File: src/rtl/sdf_bf_stage.sv
// ---------------------------------------------------------------------------
// sdf_bf_stage
//
// Single-path delay-feedback radix-2 DIF butterfly stage, one coefficient per
// clock. Works together with an external delay line (fifo) of depth DELAY
// that advances every cycle. A frame is 2*DELAY samples:
//   - load phase    (cnt <  DELAY): incoming samples are written into the
//                                   delay line; the previous frame's
//                                   differences come back out and are emitted.
//   - compute phase (cnt >= DELAY): a = delayed sample, b = new sample;
//                                   (a+b) mod Q is emitted and (a-b) mod Q is
//                                   written into the delay line.
//   - drain         (DELAY cycles): flushes the last frame's differences.
//
// Ports:
//   clk, rst_n          clock, asynchronous active-low reset
//   in_valid/in_data    input stream; in_ready is low only while draining
//   fb_wdata            combinational write data to the delay line
//   fb_rdata            delay line output (fb_wdata from DELAY cycles ago)
//   out_valid/out_data  registered output stream (sums, then differences)
//   err                 sticky flag: sample missing in the middle of a frame
// ---------------------------------------------------------------------------
module sdf_bf_stage #(
    parameter int WIDTH = 12,
    parameter int Q     = 3329,
    parameter int DELAY = 128
) (
    input  logic             clk,
    input  logic             rst_n,
    input  logic             in_valid,
    output logic             in_ready,
    input  logic [WIDTH-1:0] in_data,
    output logic [WIDTH-1:0] fb_wdata,
    input  logic [WIDTH-1:0] fb_rdata,
    output logic             out_valid,
    output logic [WIDTH-1:0] out_data,
    output logic             err
);

    localparam int             CW         = $clog2(2 * DELAY);
    localparam logic [CW-1:0]  CNT_LAST   = CW'(2 * DELAY - 1);
    localparam logic [CW-1:0]  CNT_HALF   = CW'(DELAY);
    localparam logic [CW-1:0]  DRAIN_LAST = CW'(DELAY - 1);
    localparam logic [WIDTH:0] QW         = (WIDTH + 1)'(Q);

    typedef enum logic [1:0] {
        IDLE  = 2'd0,
        RUN   = 2'd1,
        DRAIN = 2'd2
    } state_t;

    state_t            state_q, state_d;
    logic [CW-1:0]     cnt_q, cnt_d;
    logic              have_prev_q, have_prev_d;
    logic              err_q, err_d;
    logic              out_valid_q;
    logic [WIDTH-1:0]  out_data_q;

    logic [WIDTH-1:0]  b_eff;
    logic [WIDTH:0]    sum_ext;
    logic [WIDTH:0]    diff_ext;
    logic [WIDTH-1:0]  sum_mod;
    logic [WIDTH-1:0]  diff_mod;
    logic [WIDTH-1:0]  cand_data;
    logic              cand_valid;
    logic              drain_now;

    // A missing sample mid-frame is treated as zero so the frame stays aligned.
    assign b_eff    = in_valid ? in_data : '0;
    assign sum_ext  = {1'b0, fb_rdata} + {1'b0, b_eff};
    assign diff_ext = {1'b0, fb_rdata} - {1'b0, b_eff};
    assign sum_mod  = (sum_ext >= QW) ? WIDTH'(sum_ext - QW) : sum_ext[WIDTH-1:0];
    // Borrow out of the extended subtraction marks a negative difference.
    assign diff_mod = diff_ext[WIDTH] ? WIDTH'(diff_ext + QW) : diff_ext[WIDTH-1:0];

    always_comb begin
        state_d     = state_q;
        cnt_d       = cnt_q;
        have_prev_d = have_prev_q;
        err_d       = err_q;
        fb_wdata    = '0;
        cand_data   = fb_rdata;
        cand_valid  = 1'b0;
        in_ready    = 1'b1;

        // The cycle after a full frame is where run-vs-drain is decided: with
        // no new sample it already is drain cycle 0, so the first difference
        // (which arrives from the delay line in exactly that cycle) is not lost.
        drain_now = (state_q == DRAIN) ||
                    ((state_q == RUN) && (cnt_q == '0) && !in_valid);

        if (drain_now) begin
            in_ready   = 1'b0;
            cand_valid = 1'b1;
            if (cnt_q == DRAIN_LAST) begin
                state_d     = IDLE;
                cnt_d       = '0;
                have_prev_d = 1'b0;
            end else begin
                state_d = DRAIN;
                cnt_d   = cnt_q + CW'(1);
            end
        end else if ((state_q == RUN) || in_valid) begin
            // Covers RUN and the IDLE cycle that starts a frame (cnt is 0).
            if (!in_valid) begin
                err_d = 1'b1;
            end
            if (cnt_q < CNT_HALF) begin
                fb_wdata   = b_eff;
                cand_valid = have_prev_q;
            end else begin
                fb_wdata   = diff_mod;
                cand_data  = sum_mod;
                cand_valid = 1'b1;
            end
            state_d = RUN;
            if (cnt_q == CNT_LAST) begin
                cnt_d       = '0;
                have_prev_d = 1'b1;
            end else begin
                cnt_d = cnt_q + CW'(1);
            end
        end
    end

    always_ff @(posedge clk or negedge rst_n) begin
        if (!rst_n) begin
            state_q     <= IDLE;
            cnt_q       <= '0;
            have_prev_q <= 1'b0;
            err_q       <= 1'b0;
            out_valid_q <= 1'b0;
            out_data_q  <= '0;
        end else begin
            state_q     <= state_d;
            cnt_q       <= cnt_d;
            have_prev_q <= have_prev_d;
            err_q       <= err_d;
            out_valid_q <= cand_valid;
            if (cand_valid) begin
                out_data_q <= cand_data;
            end
        end
    end

    assign out_valid = out_valid_q;
    assign out_data  = out_data_q;
    assign err       = err_q;

endmodule

File: config.mk
export PLATFORM = sky130hd
export DESIGN_NAME = sdf_bf_stage
export DESIGN_NICKNAME = d
export VERILOG_FILES = /design/src/rtl/sdf_bf_stage.sv
export SDC_FILE = /design/constraint.sdc
export NUM_CORES = 1
export LEC_CHECK = 0
export ABC_AREA = 1
export BUFFER_PORTS_ARGS = -buffer_cell sky130_fd_sc_hd__buf_2
export CAP_MARGIN = 0
export CORE_UTILIZATION = 55
export CTS_CLUSTER_SIZE = 25
export DETAILED_ROUTE_END_ITERATION = 7
export GPL_TIMING_DRIVEN = 0
export PLACE_DENSITY_LB_ADDON = 0.08
export SLEW_MARGIN = 20
export SYNTH_ARGS = -nofsm -noshare
export SYNTH_HDL_FRONTEND = slang
export SYNTH_SLANG_ARGS = --single-unit
File: constraint.sdc
create_clock -name clk -period 3.6 [get_ports clk]
set_input_delay 0.36 -clock clk [delete_from_list [all_inputs] [get_ports clk]]
set_output_delay 0.36 -clock clk [all_outputs]
set_load 0.01 [all_outputs]
---- Yosys cells after proc, flatten, opt, wreduce, memory -nomap -nowiden ----
Cells that the tools add are included.
W data, S select, Z words.
operators by class
  shift-type cells ........................ 0
  $lt $le $gt $ge ......................... 2
  bitwise operators ....................... 2
  equal/unequal tests ..................... 5
  add/sub/neg operators ................... 5
  div/mod/pow operators ................... 0
  reductions and logical operators ........ 10
  multiplexer cells ....................... 24
  multipliers ............................. 0
operators by type and width
  cell                      count
  $mux W12                  9
  $mux W8                   4
  $add A12 B12 Y13          1
  $ge A13 B12 Y1 const B    1
  $sub A12 B12 Y13          1
  $add A12 B12 Y12 const B  1
  $sub A12 B12 Y12 const B  1
  $add A8 B1 Y8 const B     1
  $eq A8 B7 Y1 const B      1
  $eq A8 B8 Y1 const B      1
  $logic_not A8 Y1          1
  $lt A8 B8 Y1 const B      1
  $mux W1                   8
  $mux W2                   3
  $reduce_and A3 Y1         2
  $reduce_bool A2 Y1        2
  $eq A2 B1 Y1 const B      1
  $eq A2 B2 Y1 const B      1
  $logic_and A1 B1 Y1       2
  $logic_or A1 B1 Y1        2
  $ne A2 B1 Y1 const B      1
  $not A1 Y1                2
  $logic_not A1 Y1          1
word-level totals
  ROM bits ................................ 0
  memories ................................ 0
  bits in registers ....................... 25
  input bits .............................. 27
  bits in writable memories ............... 0
  logic and storage cells ................. 54
  bits in latches ......................... 0

---- Depth between registers and ports, before layout ----
  depth in word-level cells ............... 7
  gate-level depth with buffers ........... 21
  gate-level depth less buffers ........... 20

---- Least setup slack after synthesis ----
No wires, ideal clock.
  path kind ............................... input to output
  start ................................... input port in_valid
  end ..................................... output port fb_wdata[9]
  data arrival time ....................... 2.598 ns
  required time ........................... 3.240 ns
  setup slack ............................. 0.642 ns
  cell stages on the path ................. 16
  cell sequence ........................... clkbuf_1 > nand2_1 > inv_1 > ha_1 > inv_1 > fa_1 > nand2_1 > nor2_1 > inv_1 > nor3_2 > nand3_1 > o21ai_1 > nand2_1 > o21ai_1 > a21oi_1 > nor2_1
between the ends
  word-level cells in the longest chain between the ends .. 7
ends and longest elaborated chain
  what                line  source
  start: declaration  30    input logic in_valid,
  $mux W12            69    assign b_eff = in_valid ? in_data : '0;
  $sub A12 B12 Y13    71    assign diff_ext = {1'b0, fb_rdata} - {1'b0, b_eff};
  $add A12 B12 Y12    74    assign diff_mod = diff_ext[WIDTH] ? WIDTH'(diff_ext + QW) : diff_ext[WIDTH-1:0];
  $mux W12            74
  $mux W12            108   if (cnt_q < CNT_HALF) begin
  $mux W12            103   end else if ((state_q == RUN) || in_valid) begin
  $mux W12 (*)        92    if (drain_now) begin
  end: declaration    33    output logic [WIDTH-1:0] fb_wdata,
Mark *: on every way between the ends. The rest lies on a longest branch, timed or not.

---- Worst setup path in the final report ----
  start ................................... input port in_valid
  end ..................................... output port fb_wdata[11]
The elaborated chain is that of the path after synthesis.

==> impl_metrics.py <==
metrics = {
    "power": {
        "clockPowerShare_pct": 8.5,
        "pwr_density_cell_nw_per_um2": 481,
        "p_total_mw": 2.08,
        "netSwitchingPower_mw": 1.05,
        "p_seq_share_pct": 24.5,
        "p_leak_nw": 2.45,
        "power.internal_mw": 1.02,
        "p_comb_share_pct": 67.0,
        "irDropWorstVdd_uv": 397,
        "switching_share_pct": 50.6,
    },
    "detailed_routing": {
        "drcViolationCount": 0,
        "drt_iter0_drc": 209,
        "wire_per_inst_um": 13.3,
        "routed-via-count": 4122,
        "finalWirelength_mm": 10.4,
        "first_pass_iters": 5,
        "ant_nets": 0,
        "vias_per_cell": 5.29,
    },
    "logic_synthesis": {
        "synth_warnings": 0,
        "yosys.area_share.xor_xnor_pct": 2.71,
        "ys_ff_latch": 25,
        "synth_simple_gate_area_share_pct": 42.3,
        "synth_top_family_by_area": "simple AND/OR/NAND/NOR gates",
        "synth_enable_flop_cells": 0,
        "synth_compound_area_share_pct": 13.6,
        "synthesis.nets": 686,
        "synth.area.mux_share_pct": 0,
        "synth-async-reset-ratio_pct": 100,
        "avgSynthCellArea_sq_um": 6.18,
        "synth-seq-area-share_pct": 16.1,
        "synthCells": 627,
        "ys_types": 44,
        "synth_area_sq_um": 3880,
        "synth_ff_type": "dfrtp_1",
        "yosysTopAreaCell": "nand2_1",
        "synth_top_cell_area_share_pct": 17.4,
        "synth_fa_ha_area_share_pct": 10.7,
        "synth_area_leaders": "nand2_1, dfrtp_1, ha_1, inv_1, nand3_1",
    },
    "die": {
        "die_area_sq_um": 7390,
        "initial_utilization_pct": 57.1,
        "fp.dieH_um": 86.0,
        "die_x_um": 86.0,
        "core_area_sq_um": 6790,
        "pin_count": 54,
        "row_count": 30,
    },
    "placed_design": {
        "pre_cts_slack_ns": -0.0584,
        "dpl.hpwl_mm": 8.80,
        "gp_congestion": 0.948,
        "io_buffers": 53,
        "placed_cell_area_sq_um": 4260,
    },
    "clocking": {
        "cts_hold_buffers": 0,
        "clock_sinks": 25,
        "clockRootBuffer": "clkbuf_8",
        "htree_levels": 1,
        "clk_latency_ns": 0.27,
        "cts_tree": "done",
        "cts_buffers": 3,
        "cts.clk_slew.worst_paths_ns": 0.09,
        "clk_path_buf_depth": 2,
    },
    "setup_path": {
        "setup.worst_path.class": "primary input to primary output",
        "rr_startpoint": "cnt_q[7]",
        "rr_worst_depth": 12,
        "ff2ff_setup_slack_ns": 1.46,
        "worstPathRequired_ns": 3.24,
        "cp_top_family": "simple AND/OR/NAND/NOR gates",
        "max_stage_delay_ns": 0.55,
        "cp.arrival_ns": 2.91,
        "worst_path_max_delay_cell": "fa_1",
        "reg2reg_to": "cnt_q[7]",
        "worstSetupStartpointType": "primary input",
        "crit_buf_inv": 6,
        "cp_max_fo": 14,
        "worst_setup_path_end_kind": "primary output",
        "path_common_cell": "nand2_1",
        "cp_cell_sequence": "clkbuf_4 -> nand2_1 -> inv_1 -> ha_1 -> inv_1 -> fa_1 -> nand2_1 -> nor2_1 -> inv_1 -> nor3_2 -> nand3_1 -> o21ai_1 -> nand2_1 -> nand3_1 -> nand2_1 -> nand3_1 -> nand2_1 -> inv_1 -> buf_2",
        "startpoint": "in_valid",
    },
    "final_layout": {
        "mostFrequentLayoutCell": "nand2_1",
        "drive_gt1_share_pct": 20.6,
        "multiInputGateArea_sq_um": 2690,
        "syn2layout_area_growth_pct": 11.2,
        "layout_common_cells": "nand2_1, inv_1, buf_2, nand3_1, o21ai_0",
        "regArea_sq_um": 626,
        "fillers": 669,
        "finalInstanceArea_sq_um": 4310,
        "fin_nets": 743,
        "num_antenna_cells": 0,
    },
    "timing": {
        "whs_ns": 0.0599,
        "tightest_slew_ns": 0.546,
        "fin_tns_setup_ns": 0,
        "finalSetupViolations": 0,
        "fmax_mhz": 306,
        "grt_setup_unrepaired": "false",
        "hold_viol_final": 0,
        "min_period_over_period_pct": 90.9,
        "fin_crit_ns": 3.27,
        "maxSlewViolCount": 0,
        "slew_headroom_pct": 63.6,
        "clock-skew-final_ns": 0.00707,
        "setup_slack_ns": 0.327,
    },
    "worst_hold_path": {
        "hp-class": "primary input to async pin",
    },
    "grt": {
        "grt_use_total_pct": 29.2,
        "grt_overflow": 0,
        "grt_pass1_vias": 3764,
        "antenna_found_initial": 0,
        "grt_pass1_wl_mm": 17.3,
        "grt_max_degree": 26,
    },
    "outcome": {
        "status": "finished, final reports clean",
    },
    "job": {
        "cap_violations": 0,
    },
}
## synthesized netlist by cell type (5+ instances only)
cell,count
o21ai_1,5
nor2_1,32
nand2_4,5
nand4_1,14
dfrtp_1,25
ha_1,30
nand2_2,20
inv_2,11
inv_1,96
nor3_1,6
buf_2,5
a31oi_1,7
nand3_1,56
nand2_1,180
nor2_2,9
a21oi_1,23
o21ai_0,39
a21oi_2,5
xor2_1,10
## flip-flops by register name, indices dropped and copies added (netlist names)
register	cells
out_data	12
cnt_q	8
state_q	2
err	1
have_prev_q	1
out_valid	1
## cells by family (layout without fill, tap and decap cells)
family	after synthesis	after routing
buf+inv	126	182
simple gates	343	343
xor+xnor	12	12
fa+ha+maj	32	32
compound gates	89	89
flops	25	25
## per-stage QoR
stage                     cells  util (%)
final                       779      63.4
after global routing        779      63.4
after CTS                   779      63.4
after detailed placement    776      62.7
after global placement      776      62.7
after floorplan             627         -
## metal layers
layer | global-route usage [%] | up-vias | wire, um
li1 | - | 2107 | -
met1 | 39.7 | 1873 | 4890
met2 | 50.1 | 125 | 4840
met3 | 2.98 | 17 | 459
met4 | 6.21 | 0 | 198
met5 | 0 | - | 0
## power by group through the flow
stage,clock network (mW),logic [mW],registers [mW]
detailed placement,0,1.38,0.512
global route,0.192,1.57,0.523
finish,0.176,1.39,0.508
floorplan,0,0.971,0.528
global placement,0,1.35,0.506
CTS,0.181,1.38,0.507
## worst max path at each step
stage               depth (start not counted)           end  slack, ns
finish                                     19  fb_wdata[11]       0.33
global route                               18   fb_wdata[9]     0.0003
CTS                                        19  fb_wdata[11]       0.29
detailed placement                         20  fb_wdata[11]      -0.06
global placement                           18   fb_wdata[9]      -0.05
floorplan                                  16   fb_wdata[9]       0.64
## final cells by class
| class | count | share of cell area, % |
|---|---|---|
| plain buffers | 15 | 3.37 |
| inverters | 110 | 9.64 |
| flip-flops and latches | 25 | 14.5 |
| clock buffers | 3 | 0.958 |
| multi-input cells | 476 | 62.3 |
| well taps | 96 | 2.79 |
| clock inverters | 1 | 0.203 |
| repair buffers | 53 | 6.21 |
## worst register-to-register path, stage by stage, from the launching register on
cell and delay, ns:
dfrtp_1 0.49, inv_2 0.16, nand2_1 0.06, nor3_1 0.15
nand4_1 0.10, o21ai_1 0.20, buf_2 0.26, nand2_1 0.09
o21ai_0 0.15, inv_1 0.08, nand2_1 0.18, nand2_1 0.08
nor2_1 0.08
## repair_timing
action / CTS / global route
endpoints found under the setup margin: 3 / 1
buffers inserted: 0 / 0
gates resized for setup: 0 / 1
No activity file was read; power rests on OpenSTA's default activity.
